`config.mk`:
```
export PLATFORM = sky130hd
export DESIGN_NAME = rv_muldiv
export DESIGN_NICKNAME = d
export VERILOG_FILES = /design/src/rtl/rv_muldiv_pkg.sv /design/src/rtl/rv_muldiv.sv
export SDC_FILE = /design/constraint.sdc
export NUM_CORES = 1
export LEC_CHECK = 0
export CAP_MARGIN = 20
export CORE_ASPECT_RATIO = 0.9
export CORE_UTILIZATION = 50
export DETAILED_ROUTE_END_ITERATION = 16
export PLACE_DENSITY = 0.78
export SLEW_MARGIN = 30
export SYNTH_ARGS = -nofsm -noshare
export SYNTH_HDL_FRONTEND = slang
export SYNTH_SLANG_ARGS = --single-unit
```
`constraint.sdc`:
```
create_clock -name i_clk -period 9.7 [get_ports i_clk]
set_input_delay 1.94 -clock i_clk [delete_from_list [all_inputs] [get_ports i_clk]]
set_output_delay 1.94 -clock i_clk [all_outputs]
set_load 0.005 [all_outputs]
```
`src/rtl/rv_muldiv_pkg.sv`:
```
// Shared types for the iterative RV32M/RV64M multiply/divide unit.
package rv_muldiv_pkg;

  typedef enum logic [2:0] {
    OP_MUL    = 3'd0,
    OP_MULH   = 3'd1,
    OP_MULHSU = 3'd2,
    OP_MULHU  = 3'd3,
    OP_DIV    = 3'd4,
    OP_DIVU   = 3'd5,
    OP_REM    = 3'd6,
    OP_REMU   = 3'd7
  } muldiv_op_t;

  typedef enum logic [1:0] {
    IDLE = 2'd0,
    CALC = 2'd1,
    DONE = 2'd2
  } muldiv_state_t;

  function automatic int cnt_width(input int xlen);
    return $clog2(xlen) + 1;
  endfunction

endpackage

```
`src/rtl/rv_muldiv.sv`:
```
// Iterative multiply/divide: shift-add multiply and restoring divide
// sharing one XLEN+1-bit adder/subtractor.
module rv_muldiv
  import rv_muldiv_pkg::*;
#(
  parameter int XLEN = 32
) (
  input  logic            i_clk,
  input  logic            i_reset_n,
  input  logic            i_valid,
  input  logic [2:0]      i_op,
  input  logic [XLEN-1:0] i_src_a,
  input  logic [XLEN-1:0] i_src_b,
  input  logic            i_flush,
  output logic            o_ready,
  output logic            o_valid,
  output logic [XLEN-1:0] o_result,
  output logic            o_zero
);

  localparam int CW = cnt_width(XLEN);
  localparam logic [XLEN-1:0] MINV =
    {1'b1, {(XLEN-1){1'b0}}};

  muldiv_state_t   state_q, state_d;
  muldiv_op_t      op_q, op_d;
  logic            neg_q, neg_d;
  logic [CW-1:0]   cnt_q, cnt_d;
  logic [XLEN-1:0] hi_q, hi_d;
  logic [XLEN-1:0] lo_q, lo_d;
  logic [XLEN-1:0] dvs_q, dvs_d;
  logic [XLEN-1:0] res_q, res_d;

  muldiv_op_t      in_op;
  logic            in_mul;
  logic            sgn_a, sgn_b;
  logic            a_neg, b_neg;
  logic            div0, ovf;
  logic            in_neg;
  logic [XLEN-1:0] a_mag, b_mag;
  logic [XLEN-1:0] spec_res;

  assign in_op  = muldiv_op_t'(i_op);
  assign in_mul = ~i_op[2];

  always_comb begin
    sgn_a = 1'b0;
    sgn_b = 1'b0;
    unique case (in_op)
      OP_MULH, OP_DIV, OP_REM: begin
        sgn_a = 1'b1;
        sgn_b = 1'b1;
      end
      OP_MULHSU: sgn_a = 1'b1;
      default: ;
    endcase
  end

  assign a_neg = sgn_a & i_src_a[XLEN-1];
  assign b_neg = sgn_b & i_src_b[XLEN-1];
  assign a_mag = a_neg ? -i_src_a : i_src_a;
  assign b_mag = b_neg ? -i_src_b : i_src_b;

  // Remainder takes the dividend's sign; everything else a^b.
  assign in_neg = (~in_mul & i_op[1]) ? a_neg
                                      : (a_neg ^ b_neg);

  assign div0 = i_op[2] & (i_src_b == '0);
  assign ovf  = i_op[2] & sgn_b
              & (i_src_a == MINV) & (i_src_b == '1);

  always_comb begin
    if (div0) spec_res = i_op[1] ? i_src_a : '1;
    else      spec_res = i_op[1] ? '0 : i_src_a;
  end

  logic            sub;
  logic [XLEN:0]   add_a, add_b, sum;
  logic [XLEN:0]   macc;
  logic [XLEN-1:0] hi_step, lo_step;

  // Divide feeds the left-shifted remainder; multiply the upper half.
  always_comb begin
    sub   = op_q[2];
    add_a = sub ? {hi_q, lo_q[XLEN-1]} : {1'b0, hi_q};
    add_b = {1'b0, dvs_q} ^ {(XLEN+1){sub}};
    sum   = add_a + add_b + {{XLEN{1'b0}}, sub};
  end

  always_comb begin
    macc = lo_q[0] ? sum : add_a;
    if (op_q[2]) begin
      hi_step = sum[XLEN] ? add_a[XLEN-1:0]
                          : sum[XLEN-1:0];
      lo_step = {lo_q[XLEN-2:0], ~sum[XLEN]};
    end else begin
      hi_step = macc[XLEN:1];
      lo_step = {macc[0], lo_q[XLEN-1:1]};
    end
  end

  logic [2*XLEN-1:0] prod, prod_s;
  logic [XLEN-1:0]   dres, dres_s, fin;

  always_comb begin
    prod   = {hi_q, lo_q};
    prod_s = neg_q ? -prod : prod;
    dres   = op_q[1] ? hi_q : lo_q;
    dres_s = neg_q ? -dres : dres;
    if (op_q[2])
      fin = dres_s;
    else if (op_q == OP_MUL)
      fin = prod_s[XLEN-1:0];
    else
      fin = prod_s[2*XLEN-1:XLEN];
  end

  always_comb begin
    state_d = state_q;
    op_d    = op_q;
    neg_d   = neg_q;
    cnt_d   = cnt_q;
    hi_d    = hi_q;
    lo_d    = lo_q;
    dvs_d   = dvs_q;
    res_d   = res_q;
    unique case (state_q)
      IDLE: begin
        if (i_valid && !i_flush) begin
          op_d  = in_op;
          neg_d = in_neg;
          cnt_d = '0;
          hi_d  = '0;
          lo_d  = in_mul ? b_mag : a_mag;
          dvs_d = in_mul ? a_mag : b_mag;
          if (div0 || ovf) begin
            res_d   = spec_res;
            state_d = DONE;
          end else begin
            state_d = CALC;
          end
        end
      end
      CALC: begin
        if (i_flush) begin
          state_d = IDLE;
        end else if (cnt_q == CW'(XLEN)) begin
          res_d   = fin;
          state_d = DONE;
        end else begin
          hi_d  = hi_step;
          lo_d  = lo_step;
          cnt_d = cnt_q + CW'(1);
        end
      end
      DONE:    state_d = IDLE;
      default: state_d = IDLE;
    endcase
  end

  always_ff @(posedge i_clk or negedge i_reset_n) begin
    if (!i_reset_n) begin
      state_q <= IDLE;
      op_q    <= OP_MUL;
      neg_q   <= 1'b0;
      cnt_q   <= '0;
      hi_q    <= '0;
      lo_q    <= '0;
      dvs_q   <= '0;
      res_q   <= '0;
    end else begin
      state_q <= state_d;
      op_q    <= op_d;
      neg_q   <= neg_d;
      cnt_q   <= cnt_d;
      hi_q    <= hi_d;
      lo_q    <= lo_d;
      dvs_q   <= dvs_d;
      res_q   <= res_d;
    end
  end

  assign o_ready  = (state_q == IDLE);
  assign o_valid  = (state_q == DONE);
  assign o_result = res_q;
  assign o_zero   = (res_q == '0);

endmodule

```
# Yosys cells after proc, flatten, opt, wreduce, memory -nomap -nowiden
# Cells that the tools add are included.
[classes]
add_sub_neg = 7
n_eq_ne = 15
muxes = 42
bitwise = 10
reduce_logical = 14
[ops]
columns = ["operator", "count"]
rows = [
  ["32-bit two-way mux", 24],
  ["32-bit case mux with 2 select lines", 3],
  ["32-bit negation", 3],
  ["33-bit two-way mux", 2],
  ["32-bit == test, second input constant", 2],
  ["32-bit zero test", 2],
  ["64-bit two-way mux", 1],
  ["64-bit negation", 1],
  ["33-bit by 1-bit adder with 33-bit output", 1],
  ["33-bit adder", 1],
  ["32-bit by 33-bit bitwise XOR with 33-bit output", 1],
  ["6-bit two-way mux", 3],
  ["6-bit case mux with 2 select lines", 1],
  ["2-bit two-way mux", 4],
  ["1-bit bitwise AND", 7],
  ["6-bit by 1-bit adder with 6-bit output, second input constant", 1],
  ["3-bit == test, second input constant", 2],
  ["6-bit == test, second input constant", 1],
  ["2-bit inequality test, second input constant", 3],
  ["5-bit AND reduction", 1],
  ["2-bit by 1-bit inequality test with 1-bit output, second input constant", 2],
  ["2-bit case mux with 2 select lines", 1],
  ["2-bit AND reduction", 2],
  ["4-bit AND reduction", 1],
  ["16 further kinds", 18],
]
[word_totals]
regBits = 140
inputBits = 71
output_inout_bits = 35

# Logic depth before layout (Yosys ltp)
# Gate-level depths: netlist (run 1).
[logic_depth]
depth_word = 10
depth_mapped = 18

# Worst setup path after synthesis (run 1)
# Ideal clock, no wire load.
[synth_path]
path_type = "flip-flop to flip-flop"
startpoint = "register op_q[2]"
endpoint = "register hi_q[14]"
arrival_ps = 4539
path_slack_ps = 5018
path_stages_with_launch = 16
path_buffers = 5
synth_period_minus_slack_ps = 4682
path_cell_list = "dfrtp_1 clkbuf_1 buf_1 buf_1 mux2_2 fa_1 a211oi_1 o21ai_0 o21ai_0 o31a_1 a21oi_1 xnor2_1 clkbuf_1 buf_2 mux2i_1 o221ai_1"
[synth_via]
elab_chain_len = 8
word_cells_on_any_way = 10
[synth_lines]
columns = ["element", "line", "source"]
rows = [
  ["start: declaration", "rv_muldiv.sv:26", "muldiv_op_t op_q, op_d;"],
  ["start signal: assignment", "rv_muldiv.sv:173", "op_q <= op_d;"],
  ["33-bit two-way mux / 32-bit by 33-bit bitwise XOR with 33-bit output (equally long branches)", "rv_muldiv.sv:85, rv_muldiv.sv:86", ""],
  ["33-bit adder", "rv_muldiv.sv:87", "sum = add_a + add_b + {{XLEN{1'b0}}, sub};"],
  ["33-bit by 1-bit adder with 33-bit output", "rv_muldiv.sv:87", ""],
  ["33-bit two-way mux / 32-bit two-way mux (equally long branches)", "rv_muldiv.sv:91, rv_muldiv.sv:93", ""],
  ["32-bit two-way mux (*)", "rv_muldiv.sv:92", "if (op_q[2]) begin"],
  ["32-bit two-way mux (*)", "rv_muldiv.sv:147", "end else if (cnt_q == CW'(XLEN)) begin"],
  ["32-bit two-way mux (*)", "rv_muldiv.sv:145", "if (i_flush) begin"],
  ["32-bit case mux with 2 select lines (*)", "rv_muldiv.sv:127", "unique case (state_q)"],
  ["end signal: assignment", "rv_muldiv.sv:176", "hi_q <= hi_d;"],
  ["end: declaration", "rv_muldiv.sv:29", "logic [XLEN-1:0] hi_q, hi_d;"],
]
# Every way passes the cells marked *; elsewhere a longest branch is shown, timed or not. The select of a mux whose other input is x is not followed.
# A chain may end at the register's enable or synchronous reset.

# Worst setup path after layout (run 1)
[layout_path]
startpoint = "register op_q[2]"
endpoint = "register hi_q[7]"
# Same word-level chain as after synthesis.

==> results of run 1 <==
## Yosys cell counts, types with 11 or more instances
master,number,area share
nand3_1,32,0.011
o31ai_1,46,0.023
nor4_1,26,0.011
o211ai_1,15,0.0074
nand2_1,239,0.059
nand2b_1,11,0.0045
xor2_1,126,0.072
clkbuf_1,151,0.037
inv_1,27,0.0067
nand4_1,29,0.012
a31oi_1,16,0.0066
or4_1,15,0.0074
a21oi_1,147,0.048
a211oi_1,24,0.012
maj3_1,22,0.014
ha_1,38,0.031
a21o_1,18,0.0089
o41ai_1,13,0.0075
o21ai_0,170,0.056
a221oi_1,12,0.0069
or3_1,22,0.0090
dfrtp_1,140,0.23
nor3_1,51,0.017
nor3b_1,13,0.0064
buf_1,24,0.0059
xnor2_1,86,0.049
mux2_2,50,0.037
nor2_1,156,0.038
mux2i_1,121,0.080
o221ai_1,17,0.0098
## state kept, by name, indices dropped and copies added, names as in the netlist
| name | cells |
|---|---|
| hi_q | 32 |
| lo_q | 32 |
| dvs_q | 32 |
| cnt_q | 6 |
| state_q | 2 |
| op_q | 3 |
| neg_q | 1 |
| o_result | 32 |
## power by group through the flow
| stage | logic [mW] | registers [mW] | clock network (mW) |
|---|---|---|---|
| 6_report | 2.62 | 1.10 | 0.685 |
| 4_1_cts | 2.56 | 1.08 | 0.686 |
| 2_1_floorplan | 2.16 | 0.781 | 0 |
| 3_5_place_dp | 2.54 | 1.09 | 0 |
| 3_3_place_gp | 2.49 | 1.08 | 0 |
| 5_1_grt | 2.85 | 1.12 | 0.710 |
## through the flow
step / std cells / power [mW] / cell area (um^2) / util / hold WS [ns]
floorplan: 2001 / 2.936 / 15230 / - / 0.4583
detailed placement: 2348 / 3.635 / 16290 / 0.5437 / 0.4918
CTS: 2380 / 4.327 / 16900 / 0.5642 / 0.5079
finish: 2380 / 4.408 / 16900 / 0.5643 / 0.5067
global placement: 2348 / 3.579 / 16290 / 0.5437 / 0.4747
global route: 2380 / 4.679 / 16900 / 0.5643 / 0.5354
## worst max-delay path by stage
stage             from      endpoint  slack (ns)  cells after the start
2_1_floorplan  op_q[2]      hi_q[14]        5.02                     15
3_3_place_gp   op_q[2]       hi_q[3]        4.14                     14
3_5_place_dp   i_op[2]  o_result[15]        3.97                     12
4_1_cts        op_q[2]       hi_q[7]        3.99                     14
5_1_grt        op_q[2]       hi_q[7]        3.52                     14
6_report       op_q[2]       hi_q[7]        3.89                     14
## cell families after synthesis
family	synth area share
AO/OA/AOI/OAI	0.2301
XOR/XNOR	0.1219
adder cells (fa/ha/maj)	0.04698
buffers and inverters	0.05446
flip-flops	0.2300
multiplexers	0.1165
AND/OR/NAND/NOR	0.2001
## critical path, stage by stage, from the launching register on
cell and delay (ns):
dfrtp_4 0.95, buf_4 0.72, buf_4 0.55, mux2_2 0.39, ha_1 0.39, a21oi_1 0.22
o21ai_0 0.16, or2_2 0.34, nor3_1 0.14, a21oi_1 0.18, xnor2_2 0.51, buf_4 0.44
mux2_2 0.38, a21oi_1 0.14, o21ai_0 0.09
## area by class of cell
type	count	area (um^2)
multi-input combinational	1646	10940
timing repair buffer	127	1216
clock buffer	17	425.4
inverter	32	120.1
clock inverter	15	188.9
tap	403	504.2
fill	2742	13050
sequential	140	3510
## per-layer routing
metal,wire [um],vias to the layer above
li1,-,7166
met1,23020,7529
met2,24060,859
met3,6290,117
met5,0,-
met4,1740,0
==> impl_metrics.csv, run 1 <==
group,metric,value,unit
status,status,"completed",
critical_path,r2r-start,"op_q[2]",
clock_network,cts_hold_buffers,0,
timing,timing.final.hold_violations,0,
yosys,syn_avg_cell_area,7.613,um^2
critical_path,timing_worst_setup_path_type,"register to register",
route,first_iter_violations,2263,
die,dieHeight,167.6,um
pwr,power.share.sequential,0.250,
grt,gr-usage-met1,0.4886,
yosys,synthCells,2001,
pwr,switching_share,0.5170,
yosys,ys_async_sr_fraction,1.000,
placement,globalplace.congestion,1.019,
pwr,max_vdd_drop,0.0001156,V
die,fp.dieW,186.0,um
critical_path,worstSetupStartpointType,"register",
yosys,postSynth.topFlopCell,"dfrtp_1",
clock_network,worst_setup_hold_path_clk_slew,0.07,ns
yosys,yosysSeqAreaShare,0.2300,
timing,max_slew.worst_pin.slew,0.9918,ns
yosys,count_of_flip_flops_with_a_built_in_enable_after_synthesis,0,
clock_network,clock_tree.root_cell,"clkbuf_16",
critical_path,worst-path-max-fanout,63,
timing,timing.final.ws_setup,3.890,ns
timing,max_freq,172.1,MHz
route,viasPerCell,6.584,
hold_path,timing.hold.worst.class,"register to register",
timing,setup_total_negative_slack,0,ns
route,detail-route-antenna-nets,0,
clock_network,post-cts-setup-buffer-count,0,
clock_network,post_cts_resized,0,
clock_network,worstSkewPairLatency,0.44,ns
grt,antenna_found_initial,1,
placement,place.detailed.hpwl,41440,um
critical_path,critical_path_arrival,6.09,ns
clock_network,cts-htree-levels,4,
timing,grt_setup_unrepaired,"no",
die,std_cell_rows,60,
grt,met3_global_route_usage,0.1020,
grt,grt_start_max_net_pins,96,
timing,finalCritPeriodShare,0.5990,
yosys,ys_seq_elements,140,
cells_and_area,drive_gt1_frac,0.06677,
grt,grt_first_pass_wirelength,84060,um
timing,timing.final.setup_violations,0,
pwr,comb_power_share,0.595,
critical_path,worstSetupEndpointType,"register",
cells_and_area,final_common_cell,"nand2_1",
pwr,leakagePower,6.789,nW
route,routed-via-count,15670,
hold_path,worst_hold_path.num_cells,2,
cells_and_area,layout-area-overhead-vs-synth,10.97,%
placement,total_of_buffers_placed_on_input_and_output_ports,105,
critical_path,critical_path.reg2reg.endpoint,"hi_q[7]",
hold_path,hold_end,"o_result[4]",
clock_network,clock_tree.buffer_depth,2,
yosys,synth_warnings,0,
critical_path,worst-r2r-cell-count,14,
grt,grt_pass1_vias,14100,
yosys,synthDistinctLibCells,81,
pwr,pwr-share-clk,0.155,
clock_network,cts_sinks,140,
hold_path,min_from,"o_result[4]",
grt,globalRoute.totalOverflow,0,
grt,busiest_layer,"met2",
die,initial_core_util,0.5086,
critical_path,reg2reg_slack,3.89,ns
run,cap_violations,0,
cells_and_area,most-common-layout-cells,"nand2_1 (239), o21ai_0 (170), nor2_1 (156)",
clock_network,tritoncts,"built",
timing,crit_path_time_final,5.810,ns
timing,slew-limit-headroom,0.3388,
grt,met2_usage,0.5238,
timing,timing_max_transition_violations_final,0,
die,boundaryPins,106,
pwr,power_report.internal_total,2.129,mW
grt,grt_use_total,0.3531,
die,die_area,31170,um^2
die,placeable_core_region,29950,um^2
pwr,powerDensity,260.8,nW/um^2
route,wl_per_cell,23.15,um
cells_and_area,nets,2074,
placement,pre_cts_ws,3.974,ns
yosys,synthesis.area,15230,um^2
critical_path,worstPathRequired,9.98,ns
timing,clock-skew-final,0.01312,ns
route,firstDrtPassIters,7,
yosys,postSynthNetCount,2111,
cells_and_area,num_antenna_cells,0,
route,post-route-drc-count,0,
clock_network,tritoncts_buffers,17,
pwr,power_switching,2.279,mW
route,drt-total-wl,55110,um
No activity file was read; power rests on OpenSTA's default activity.
==> inputs of run 2 (changes only) <==
==> constraint.sdc (replaced) <==
create_clock -name i_clk -period 5.51 [get_ports i_clk]
set_input_delay 1.102 -clock i_clk [delete_from_list [all_inputs] [get_ports i_clk]]
set_output_delay 1.102 -clock i_clk [all_outputs]
set_load 0.005 [all_outputs]
==> impl_metrics.csv, run 2 (synthesized netlist as in run 1, its figures left out) <==
group,metric,value,unit
status,status,"completed",
clock_network,tritoncts_buffers,17,
timing,timing.final.hold_violations,0,
timing,timing_max_transition_violations_final,0,
route,post-route-drc-count,0,
clock_network,clock_tree.root_cell,"clkbuf_16",
timing,slew-limit-headroom,0.3995,
grt,grt_first_pass_wirelength,84100,um
die,placeable_core_region,29950,um^2
pwr,powerDensity,460.0,nW/um^2
grt,antenna_found_initial,0,
route,firstDrtPassIters,9,
timing,timing.final.setup_violations,0,
cells_and_area,filler_cell_count,2722,
cells_and_area,most-common-layout-cells,"nand2_1 (239), o21ai_0 (170), nor2_1 (156)",
die,die_area,31170,um^2
timing,max_freq,210.5,MHz
clock_network,post-cts-setup-buffer-count,0,
critical_path,cp_slowest_stage_delay,0.90,ns
clock_network,tritoncts,"built",
cells_and_area,layout-area-overhead-vs-synth,11.54,%
cells_and_area,fin_area,16990,um^2
placement,pre_cts_ws,0.6965,ns
placement,total_of_buffers_placed_on_input_and_output_ports,105,
clock_network,cts_sinks,140,
critical_path,worstPathRequired,5.78,ns
critical_path,worstSetupEndpointType,"register",
critical_path,worst-path-max-fanout,51,
timing,setup_total_negative_slack,0,ns
placement,place.detailed.hpwl,41990,um
clock_network,worst_setup_hold_path_clk_slew,0.08,ns
critical_path,reg2reg_slack,0.76,ns
grt,grt_start_max_net_pins,92,
timing,finalCritPeriodShare,0.8623,
cells_and_area,layout.core_utilization,0.5673,
critical_path,worstSetupStartpointType,"register",
grt,grt_use_total,0.3536,
grt,globalRoute.totalOverflow,0,
timing,max_slew.worst_pin.slew,0.8781,ns
run,cap_violations,0,
route,first_iter_violations,2087,
route,wl_per_cell,23.11,um
timing,grt_setup_unrepaired,"no",
clock_network,post_cts_resized,0,
timing,timing.final.ws_setup,0.7587,ns
timing,crit_path_time_final,4.751,ns
critical_path,slowest_cp_cell,"dfrtp_4",
grt,grt_pass1_vias,14260,
placement,globalplace.congestion,1.022,
die,initial_core_util,0.5086,
route,drt-total-wl,55180,um
cells_and_area,final_common_cell,"nand2_1",
cells_and_area,num_antenna_cells,0,
die,dieHeight,167.6,um
clock_network,worstSkewPairLatency,0.44,ns
critical_path,critical_path.top_delay_family,"compound AO/OA/AOI/OAI gates",
timing,finalHoldWorstSlack,0.5101,ns
placement,post_dp_cell_area,16380,um^2
die,boundaryPins,106,
critical_path,worst-path-buf-inv,2,
clock_network,clock_tree.buffer_depth,2,
die,fp.dieW,186.0,um
timing,clock-skew-final,0.01730,ns
pwr,leakagePower,6.841,nW
pwr,max_vdd_drop,0.0002277,V
route,detail-route-antenna-nets,0,
hold_path,timing.hold.worst.class,"register to register",
cells_and_area,drive_gt1_frac,0.07053,
route,viasPerCell,6.572,
critical_path,timing_worst_setup_path_type,"register to register",
route,routed-via-count,15700,
clock_network,cts_hold_buffers,0,
clock_network,cts-htree-levels,4,
critical_path,path_cells,"buf_4, mux2_2, ha_1, nand2_1, o21ai_0, nor4b_1, nor3_1, a21oi_1, xnor2_2, buf_4, mux2_2, a21oi_1, o21ai_0",
critical_path,critical_path_arrival,5.02,ns
cells_and_area,nets,2082,
die,std_cell_rows,60,
run 2: path summary, 6_finish.rpt:
check / from / to / cells after the start
worst min register to register: dvs_q[3] / dvs_q[3] / 2
worst max-delay path: op_q[2] / hi_q[15] / 13
worst min-delay path: dvs_q[3] / dvs_q[3] / 2
worst max register to register: op_q[2] / hi_q[15] / 13
max in group asynchronous: i_reset_n / op_q[2] / 2
min in group asynchronous: i_reset_n / cnt_q[0] / 1
run 2: worst min-delay path: cells and delay by family (launching register included):
family / cells / cell delay (ns)
AO/OA/AOI/OAI: 1 / 0.06
flip-flops: 1 / 0.36
AND/OR/NAND/NOR: 1 / 0.05
run 2: layout make-up:
type                            instances  area [um^2]  area share
Timing Repair Buffer                  135         1297     0.07636
Tap cell                              403        504.2     0.02968
Clock buffer                           17        425.4     0.02504
Inverter                               32        120.1    0.007069
Multi-Input combinational cell       1646        10950      0.6442
Sequential cell                       140         3510      0.2066
Clock inverter                         15        188.9     0.01112
run 2: routing by layer:
layer,vias up,track usage,share of wire
met1,7439,0.4966,0.42
met2,930,0.5178,0.43
met3,132,0.08743,0.11
met5,-,0,0
met4,0,0.1336,0.042
li1,7194,-,-
run 2: through the flow:
step / total power, mW / cells
2_1_floorplan: 5.169 / 2001
3_3_place_gp: 6.363 / 2356
3_5_place_dp: 6.443 / 2356
4_1_cts: 7.671 / 2388
5_1_grt: 8.287 / 2388
6_report: 7.816 / 2388
run 2: where the power goes:
| part | leakage [nW] | total [mW] | switching [mW] | internal [mW] |
|---|---|---|---|---|
| clock network | 0.299 | 1.22 | 0.594 | 0.622 |
| registers | 1.80 | 1.93 | 0.672 | 1.26 |
| logic | 4.75 | 4.67 | 2.78 | 1.89 |
